### src/rtl/seq_det_event_counter.sv
// =============================================================================
// seq_det_event_counter : edge-detects the 1010 detector output, keeps a
// saturating total, per-window counts and a held threshold interrupt.
// Revision 1.0
// =============================================================================
`default_nettype none

module seq_det_event_counter #(
    parameter int CNT_W  = 8,
    parameter int WINDOW = 16,
    parameter int THRESH = 3
) (
    input  logic             clk,
    input  logic             rst,
    input  logic             z,
    input  logic             clr,
    input  logic             ack,
    output logic             ev,
    output logic [CNT_W-1:0] total_cnt,
    output logic             total_sat,
    output logic [CNT_W-1:0] last_cnt,
    output logic             irq,
    output logic             overrun
);

    localparam int               WC_W     = (WINDOW > 1) ? $clog2(WINDOW) : 1;
    localparam logic [WC_W-1:0]  WC_LAST  = WC_W'(WINDOW - 1);
    localparam logic [CNT_W-1:0] CNT_MAX  = '1;
    localparam logic [CNT_W-1:0] THRESH_C = CNT_W'(THRESH);

    typedef enum logic [0:0] {
        S_IDLE  = 1'b0,
        S_ALERT = 1'b1
    } state_t;

    state_t           state_q, state_d;
    logic             z_q, z_d;
    logic             ev_q, ev_d;
    logic [CNT_W-1:0] total_q, total_d;
    logic             total_sat_q, total_sat_d;
    logic [WC_W-1:0]  wc_q, wc_d;
    logic [CNT_W-1:0] wn_q, wn_d;
    logic [CNT_W-1:0] last_q, last_d;
    logic             overrun_q, overrun_d;

    logic             rise;
    logic             boundary;
    logic             hit;
    logic [CNT_W-1:0] wn_inc;

    always_ff @(posedge clk or negedge rst) begin
        if (!rst) begin
            state_q     <= S_IDLE;
            z_q         <= 1'b0;
            ev_q        <= 1'b0;
            total_q     <= '0;
            total_sat_q <= 1'b0;
            wc_q        <= '0;
            wn_q        <= '0;
            last_q      <= '0;
            overrun_q   <= 1'b0;
        end else begin
            state_q     <= state_d;
            z_q         <= z_d;
            ev_q        <= ev_d;
            total_q     <= total_d;
            total_sat_q <= total_sat_d;
            wc_q        <= wc_d;
            wn_q        <= wn_d;
            last_q      <= last_d;
            overrun_q   <= overrun_d;
        end
    end

    always_comb begin
        rise        = z & ~z_q;
        boundary    = (wc_q == WC_LAST);
        // An event landing in the boundary cycle still belongs to the closing window.
        wn_inc      = (rise && (wn_q != CNT_MAX)) ? wn_q + 1'b1 : wn_q;
        hit         = boundary && (wn_inc >= THRESH_C);

        z_d         = z;
        ev_d        = rise;
        total_d     = (rise && (total_q != CNT_MAX)) ? total_q + 1'b1 : total_q;
        total_sat_d = total_sat_q | (total_d == CNT_MAX);
        wc_d        = boundary ? '0 : wc_q + 1'b1;
        wn_d        = boundary ? '0 : wn_inc;
        last_d      = boundary ? wn_inc : last_q;
        state_d     = state_q;
        overrun_d   = overrun_q;

        case (state_q)
            S_IDLE: begin
                if (hit) begin
                    state_d = S_ALERT;
                end
            end
            S_ALERT: begin
                // A fresh hit outranks a simultaneous acknowledge.
                if (hit) begin
                    overrun_d = 1'b1;
                end else if (ack) begin
                    state_d = S_IDLE;
                end
            end
            default: state_d = S_IDLE;
        endcase

        if (clr) begin
            state_d     = S_IDLE;
            z_d         = 1'b0;
            ev_d        = 1'b0;
            total_d     = '0;
            total_sat_d = 1'b0;
            wc_d        = '0;
            wn_d        = '0;
            last_d      = '0;
            overrun_d   = 1'b0;
        end
    end

    assign ev        = ev_q;
    assign total_cnt = total_q;
    assign total_sat = total_sat_q;
    assign last_cnt  = last_q;
    assign irq       = (state_q == S_ALERT);
    assign overrun   = overrun_q;

endmodule

`default_nettype wire

### config.mk
export PLATFORM = sky130hd
export DESIGN_NAME = seq_det_event_counter
export DESIGN_NICKNAME = d
export VERILOG_FILES = /design/src/rtl/seq_det_event_counter.sv
export SDC_FILE = /design/constraint.sdc
export NUM_CORES = 1
export LEC_CHECK = 0
export ABC_AREA = 1
export BUFFER_PORTS_ARGS = -buffer_cell sky130_fd_sc_hd__buf_2
export CAP_MARGIN = 20
export CORE_MARGIN = 4
export CORE_UTILIZATION = 60
export DETAILED_ROUTE_END_ITERATION = 10
export MAX_ROUTING_LAYER = met4
export PLACE_DENSITY = 0.94
export SYNTH_ARGS = -nofsm -noshare
export SYNTH_HDL_FRONTEND = slang
export SYNTH_SLANG_ARGS = --single-unit
### constraint.sdc
create_clock -name clk -period 5.3 [get_ports clk]
set_clock_uncertainty 0.15 [all_clocks]
set_input_delay 0.795 -clock clk [delete_from_list [all_inputs] [get_ports clk]]
set_output_delay 0.795 -clock clk [all_outputs]
set_load 0.005 [all_outputs]
After elaboration in Yosys (flattened, before gate mapping)
Index checks and enable logic that the tools add are counted.
- register bits: 33
- latch bits: 0
- RAM bits: 0
- memory bits (read-only): 0
- word-level logic and storage cells: 48
- memories kept: 0
- $add $sub $neg: 3
- multiply operators: 0
- divide/modulo/power cells: 0
- $lt $le $gt $ge: 1
- eq/ne operators: 4
- shift-type cells: 0
- muxes and demuxes: 20
- bitwise logic cells: 4
- reductions and logical operators: 7
- operator list (kind ; count):
    $mux W8 ; 7
    $add A8 B1 Y8 const B ; 2
    $ne A8 B8 Y1 const B ; 2
    $mux W1 ; 10
    $eq A8 B8 Y1 const B ; 1
    $ge A8 B2 Y1 const B ; 1
    $mux W4 ; 2
    $reduce_bool A2 Y1 ; 3
    $add A4 B1 Y4 const B ; 1
    $eq A4 B4 Y1 const B ; 1
    $logic_and A1 B1 Y1 ; 3
    $not A1 Y1 ; 2
    $pmux W1 S2 ; 1
    $reduce_and A2 Y1 ; 1
    $and A1 B1 Y1 ; 1
    $or A1 B1 Y1 ; 1

Logic depth before layout (Yosys ltp)
Gate-level depths: netlist of the first run.
- depth after elaboration: 9
- depth in mapped cells: 13
- mapped depth without buffers: 13

Least setup slack after synthesis of the first run
OpenSTA, ideal clock, no wires.
- kind: in2reg
- start point: input port z
- end point: register total_sat_q, in the netlist total_sat
- library setup time: 0.073 ns
- arrival time: 1.745 ns
- path slack: 3.332 ns
- stages: 9
- buffers on the path: 1
- cell sequence: inv_2 -> nor2_4 -> buf_4 -> nand3_1 -> xor2_1 -> nand3_1 -> nor2_1 -> nand2_1 -> a21oi_2
- cells in the longest elaborated chain, start to end: 6
- RTL lines (what ; line ; source):
    from (decl) ; 15 ; input logic z,
    $and A1 B1 Y1 ; 76 ; rise = z & ~z_q;
    $logic_and A1 B1 Y1 ; 84 ; total_d = (rise && (total_q != CNT_MAX)) ? total_q + 1'b1 : total_q;
    $mux W8 ; 84 ;
    $eq A8 B8 Y1 ; 85 ; total_sat_d = total_sat_q | (total_d == CNT_MAX);
    $or A1 B1 Y1 ; 85 ;
    $mux W1 ; 109 ; if (clr) begin
    named net total_sat_d ; 40 ; logic total_sat_q, total_sat_d;
    to (signal assigned) ; 67 ; total_sat_q <= total_sat_d;
    to (decl) ; 40 ;
The timed path passes the listed nets, and every way through them passes these cells.
A chain may end at the register's enable or synchronous reset.

Final worst setup path of the first run
- start point: register wn_q[0]
- end point: register overrun_q, in the netlist overrun
- cells in the longest elaborated chain, start to end: 7
- elaborated cells between the ends (all ways): 8
- RTL lines (what ; line ; source):
    from (decl) ; 42 ; logic [CNT_W-1:0] wn_q, wn_d;
    from (signal assigned) ; 69 ; wn_q <= wn_d;
    parallel branches: the longest is 2 deep, another holds $add A8 B1 Y8 ; -- ;
    $mux W8 (*) ; 79 ; wn_inc = (rise && (wn_q != CNT_MAX)) ? wn_q + 1'b1 : wn_q;
    $ge A8 B2 Y1 (*) ; 80 ; hit = boundary && (wn_inc >= THRESH_C);
    $logic_and A1 B1 Y1 (*) ; 80 ;
    $reduce_bool A2 Y1 (no source line) (*) ; -- ;
    $reduce_and A2 Y1 (no source line) (*) ; -- ;
    to (signal assigned) ; 71 ; overrun_q <= overrun_d;
    to (decl) ; 44 ; logic overrun_q, overrun_d;
Mark *: on every way between the ends.

==> results of run 1 <==
-- metal layers --
| layer | vias up | part of all wire (%) | global-route usage, % |
|---|---|---|---|
| li1 | 755 | - | - |
| met1 | 706 | 45 | 27.6 |
| met2 | 43 | 47 | 32.5 |
| met3 | 12 | 5.2 | 5.17 |
| met4 | 0 | 3.2 | 16.7 |
| met5 | - | 0 | - |
-- flip-flops by register name, summed over array words and instances (netlist names) --
name / count
ev: 1
irq: 1
last_cnt: 8
overrun: 1
total_cnt: 8
total_sat: 1
wc_q: 4
wn_q: 8
z_q: 1
-- cell type report --
type                       instances  share of cell area (%)
multi-input combinational        145                    37.7
clock buffer                       7                    3.30
sequential                        33                    41.9
inverter                          44                    8.39
timing repair buffer              25                    6.48
clock inverter                     1                   0.254
tap                               31                    1.97
-- synthesized netlist by cell type --
library cell  count  area [sq um]
o21ai_1           3          15.0
ha_1              3          37.5
xor2_1            4          35.0
dfrtp_1          33           826
nand2_4           2          22.5
nand2_1          47           176
o21ai_4           1          16.3
nor2_1           32           120
o22ai_1           8          50.1
buf_2             1          5.00
a21oi_2           2          17.5
buf_4             1          7.51
inv_1            39           146
inv_2             4          15.0
or2_0             1          6.26
clkbuf_1          1          3.75
nand3_1          16          80.1
nand4_1           5          31.3
clkinv_1          1          3.75
a21oi_1           5          25.0
nand3_2           1          10.0
o21a_1            1          7.51
nor2_4            2          22.5
o21ai_0           4          20.0
nand2_2           4          25.0
nor2_2            3          18.8
nor3_1            1          5.00
-- power groups by stage --
stage / logic, uW / registers, uW / clock network [uW]
final: 46.7 / 265 / 164
after global routing: 53.7 / 267 / 178
after CTS: 46.4 / 265 / 165
after detailed placement: 45.7 / 270 / 0
after global placement: 44.0 / 270 / 0
after floorplan: 30.3 / 269 / 0
-- worst paths after layout --
kind	endpoint	cells after the start	slack, ns	from
setup reg to reg	overrun	11	3.33	wn_q[0]
setup / recovery	overrun	11	3.33	wn_q[0]
hold reg to reg	wc_q[0]	1	0.33	wc_q[0]
min in group clk	wc_q[0]	1	0.33	wc_q[0]
hold / removal	total_cnt[5]	1	0.33	rst
max in group asynchronous	wc_q[2]	1	4.22	rst
-- critical path, delay by kind of cell (launching register included) --
kind / cells / cell delay [ns]
adders and majority gates: 1 / 0.28
DFF: 1 / 0.43
AOI/OAI and AO/OA: 2 / 0.21
and+or+nand+nor: 8 / 0.79
-- logic make-up (layout without fill, tap and decap cells) --
kind of cell / count (synthesis) / count (layout) / synth area share (%)
buf+inv: 47 / 77 / 10.4
flops: 33 / 33 / 47.2
xor+xnor: 4 / 4 / 2.00
compound gates: 24 / 24 / 8.66
fa+ha+maj: 3 / 3 / 2.15
simple gates: 114 / 114 / 29.6
-- through the flow --
step | worst slack [ns] | power, uW | hold WS (ns) | util, % | area (sq um)
2_1_floorplan | 3.33 | 299 | 0.283 | - | 1750
3_3_place_gp | 3.03 | 314 | 0.312 | 68.0 | 1890
3_5_place_dp | 2.97 | 316 | 0.316 | 68.0 | 1890
4_1_cts | 3.23 | 476 | 0.330 | 70.5 | 1960
5_1_grt | 3.12 | 498 | 0.361 | 70.8 | 1970
6_report | 3.33 | 475 | 0.326 | 70.8 | 1970
==> results.py, run 1 <==
metrics = {
    "yosys": {
        "yosysSeqAreaShare_pct": 47.2,
        "synthCells": 225,
        "ys_ff_latch": 33,
        "syn-num-nets": 233,
        "avgSynthCellArea_sq_um": 7.77,
        "ys_warn_count": 0,
        "ys_types": 27,
        "syn_area_sq_mm": 0.00175,
    },
    "critical_path": {
        "cp_max_fo": 10,
        "max_stage_delay_ns": 0.43,
        "cpMaxStageDelayCell": "dfrtp_1",
        "path_class": "reg2reg",
        "endpoint_kind": "register",
        "path_cells": "ha_1 > nand2_2 > nor2_4 > nand2_4 > nand2_4 > o21ai_0 > nand2_1 > nor2_1 > nand2_2 > nand3_1 > a21oi_2",
        "critPathLaunchType": "register",
        "cp.required_ns": 5.39,
        "critPathArrivalTime_ns": 2.06,
    },
    "flow_run": {
        "maxCapViolations": 0,
    },
    "outcome": {
        "status": "completed",
    },
    "power_and_ir_drop": {
        "vdd_drop_max_mv": 0.215,
        "swShare_pct": 26.3,
        "p_int_uw": 350,
        "p_per_area_mw_per_mm2": 241,
        "clkPwrFrac_pct": 34.4,
        "power_switching_uw": 125,
        "p_leak_uw": 0.00103,
        "combPwrFrac_pct": 9.8,
        "p_seq_share_pct": 55.8,
    },
    "finish": {
        "finalNetCount": 262,
        "fill_cells": 213,
        "final_cells": 286,
        "diodes": 0,
        "area_growth_pct": 12.6,
        "final_common_cell": "nand2_1",
        "drive_gt1_share_pct": 20.4,
        "regArea_sq_um": 826,
        "mostFrequentLayoutCells": "nand2_1, inv_1, dfrtp_1",
        "multi_input_area_sq_um": 742,
    },
    "hold_path": {
        "hp-class": "in2async",
    },
    "floorplanning": {
        "pin_count": 25,
        "initial_utilization_pct": 62.9,
        "die_h_um": 62.0,
        "dieArea_sq_mm": 0.00384,
        "num_rows": 19,
        "die_x_um": 62.0,
        "core_area_sq_mm": 0.00278,
    },
    "timing": {
        "hold_viol": 0,
        "setup_viol": 0,
        "rsz0062_at_grt": "no",
        "slew_violations": 0,
        "tightest_slew_ns": 0.693,
        "fmax_ghz": 0.508,
        "fin_crit_sh_pct": 37.1,
        "fin_crit_ns": 1.97,
        "totalNegativeSetupSlack_ns": 0,
        "slew_headroom_pct": 53.8,
    },
    "clocking": {
        "holdBufCountCts": 0,
        "h-tree-depth": 2,
        "cts_tree": "built",
        "postCtsSetupRepairBufs": 0,
        "cts_resized": 0,
        "clock-sinks": 33,
        "path_clk_slew_ns": 0.10,
        "cts_made_buffers": 5,
        "cts_buffer_depth": 2,
        "root_buffer": "clkbuf_4",
        "clkLatencyLatePin_ns": 0.35,
    },
    "global_route": {
        "grt_max_degree": 34,
        "grt_pass1_vias": 1395,
        "grt.total_usage_pct": 22.6,
        "grt_pass1_wl_mm": 5.93,
        "antenna_found_initial": 0,
        "grt_overflow": 0,
    },
    "place": {
        "io_buffer_count": 24,
        "dp_cells": 277,
        "place_congestion": 0.914,
        "hpwl_mm": 2.60,
    },
    "routing": {
        "first_pass_iters": 4,
        "drtAntennaViolNets": 0,
        "wl_per_cell_um": 12.5,
        "vias": 1516,
        "drtIter0Drc": 65,
        "via_per_inst": 5.30,
        "drc": 0,
        "wl_mm": 3.58,
    },
}
(Power assumes the default switching activity.)
==> run 2, diff against run 1 <==
--- a/config.mk
+++ b/config.mk
@@ -9,10 +9,10 @@
 export BUFFER_PORTS_ARGS = -buffer_cell sky130_fd_sc_hd__buf_2
 export CAP_MARGIN = 20
 export CORE_MARGIN = 4
-export CORE_UTILIZATION = 60
+export CORE_UTILIZATION = 51
 export DETAILED_ROUTE_END_ITERATION = 10
 export MAX_ROUTING_LAYER = met4
-export PLACE_DENSITY = 0.94
+export PLACE_DENSITY = 0.86
 export SYNTH_ARGS = -nofsm -noshare
 export SYNTH_HDL_FRONTEND = slang
 export SYNTH_SLANG_ARGS = --single-unit
==> constraint.sdc (replaced) <==
create_clock -name clk -period 1.65 [get_ports clk]
set_clock_uncertainty 0.15 [all_clocks]
set_input_delay 0.2475 -clock clk [delete_from_list [all_inputs] [get_ports clk]]
set_output_delay 0.2475 -clock clk [all_outputs]
set_load 0.005 [all_outputs]
==> results.py, run 2 (synthesized netlist as in run 1, its figures left out) <==
metrics = {
    "floorplanning": {
        "dieArea_sq_mm": 0.00443,
        "core_area_sq_mm": 0.00334,
        "die_h_um": 66.6,
        "die_x_um": 66.6,
        "num_rows": 21,
        "pin_count": 25,
        "initial_utilization_pct": 52.4,
    },
    "timing": {
        "tightest_slew_ns": 0.414,
        "hold_viol": 0,
        "slew_violations": 0,
        "setup_viol": 11,
        "slew_headroom_pct": 72.4,
        "fin_ws_ns": -0.250,
        "fin_crit_sh_pct": 115,
        "fin_crit_ns": 1.90,
        "rsz0062_at_grt": "yes",
        "fmax_ghz": 0.526,
    },
    "global_route": {
        "grt_pass1_wl_mm": 7.09,
        "antenna_found_initial": 0,
        "grt_overflow": 0,
        "grt_max_degree": 34,
        "grt_pass1_vias": 1689,
        "grt.total_usage_pct": 22.0,
    },
    "hold_path": {
        "hp-class": "in2reg",
        "min_to": "wc_q[2]",
        "worstHoldPathCells": 4,
        "hold_start": "clr",
    },
    "clocking": {
        "cts_made_buffers": 5,
        "h-tree-depth": 2,
        "root_buffer": "clkbuf_4",
        "clkLatencyLatePin_ns": 0.36,
        "clock-sinks": 33,
        "cts_tree": "built",
        "path_clk_slew_ns": 0.11,
        "cts_buffer_depth": 2,
    },
    "place": {
        "dpl_cell_area_sq_mm": 0.00218,
        "io_buffer_count": 24,
        "hpwl_mm": 3.00,
        "place_congestion": 0.918,
    },
    "routing": {
        "drtIter0Drc": 59,
        "first_pass_iters": 4,
        "drtAntennaViolNets": 0,
        "wl_per_cell_um": 13.0,
        "drc": 0,
        "via_per_inst": 4.92,
        "vias": 1669,
        "wl_mm": 4.41,
    },
    "power_and_ir_drop": {
        "p_leak_uw": 0.00125,
        "power_switching_uw": 461,
        "p_int_uw": 1320,
        "p_per_area_mw_per_mm2": 714,
        "finalPower_uw": 1780,
        "combPwrFrac_pct": 15.6,
        "swShare_pct": 25.9,
        "p_seq_share_pct": 47.6,
        "vdd_drop_max_mv": 0.505,
        "clkPwrFrac_pct": 36.8,
    },
    "critical_path": {
        "reg2reg_slack_ns": -0.25,
        "r2r_end": "irq",
        "endpoint_kind": "register",
        "cp.required_ns": 1.79,
        "path_class": "reg2reg",
        "cp_max_fo": 7,
        "r2r_start": "wn_q[0]",
        "ff2ff_path_depth": 13,
        "critPathArrivalTime_ns": 2.04,
        "critPathLaunchType": "register",
    },
    "finish": {
        "diodes": 0,
        "finalNetCount": 300,
        "area_growth_pct": 42.3,
        "mostFrequentLayoutCells": "inv_1, nand2_1, dfrtp_1",
        "drive_gt1_share_pct": 42.7,
        "final_area_sq_mm": 0.00249,
    },
    "outcome": {
        "violations": "negative setup slack",
        "status": "finished, violations left",
    },
    "flow_run": {
        "maxCapViolations": 0,
    },
}
[run 2: cell types whose count changed in the layout (fill, tap and decap cells not counted), moves of 5 or more]
cell,before,now
nor2_2,3,9
nor2_1,32,22
buf_4,1,29
inv_1,39,34
nand2_2,4,15
nand2_1,47,34
buf_6,0,5
[run 2: worst max-delay path by stage]
stage,from,endpoint,depth (start not counted)
after detailed placement,total_cnt[1],total_sat,11
after global routing,wn_q[0],irq,13
final,wn_q[0],irq,13
after CTS,total_cnt[1],total_sat,11
after floorplan,wn_q[0],irq,12
after global placement,total_cnt[1],total_sat,11
[run 2: what timing repair did]
item | CTS | global route
gates cloned | 1 | 0
pin swaps | 10 | 6
hold endpoints to repair | 35 | 0
setup buffers | 11 | 3
hold buffers | 3 | 0
endpoints found under the setup margin | 17 | 25
resized for setup | 16 | 36
[run 2: worst max-delay path, cell delays in order, from the launching register on]
cell	delay, ns
dfrtp_1	0.39
ha_2	0.21
nand2_2	0.07
nor2_4	0.15
nand2_4	0.12
nand2_8	0.13
nand2_4	0.05
nand2_2	0.07
nand2_1	0.06
nand2_1	0.07
nor2_1	0.05
nand2_2	0.07
nand2_1	0.06
a21oi_1	0.17
[run 2: area by class of cell]
class,instances,area (sq um)
Sequential cell,33,826
Clock buffer,7,55.1
Multi-Input combinational cell,146,902
Tap cell,46,57.6
Fill cell,245,847
Inverter,44,175
Clock inverter,1,30.0
Timing Repair Buffer,62,444
[run 2: metrics by stage]
stage,util (%),setup WS [ns],instances,setup TNS (ns),hold WS (ns)
finish,74.6,-0.250,339,-0.996,0.0337
global route,74.6,-0.397,339,-2.80,0.0599
CTS,70.9,-0.196,338,-0.664,0.0220
detailed placement,65.3,-0.188,324,-0.724,0.150
global placement,65.3,-0.125,324,-0.241,0.144
floorplan,-,-0.0272,225,-0.0748,-0.198
[run 2: routing by layer]
layer / track usage (%) / share of wire, % / up-vias
li1: - / - / 839
met1: 23.3 / 40 / 781
met2: 38.0 / 53 / 40
met3: 6.07 / 4.5 / 9
met4: 9.90 / 1.7 / 0
met5: - / 0 / -
[run 2: power groups by stage]
stage	clock (uW)	sequential, uW	combinational, uW
finish	654	845	278
global route	691	848	305
CTS	654	845	246
detailed placement	0	861	225
global placement	0	859	216
floorplan	0	865	98.4
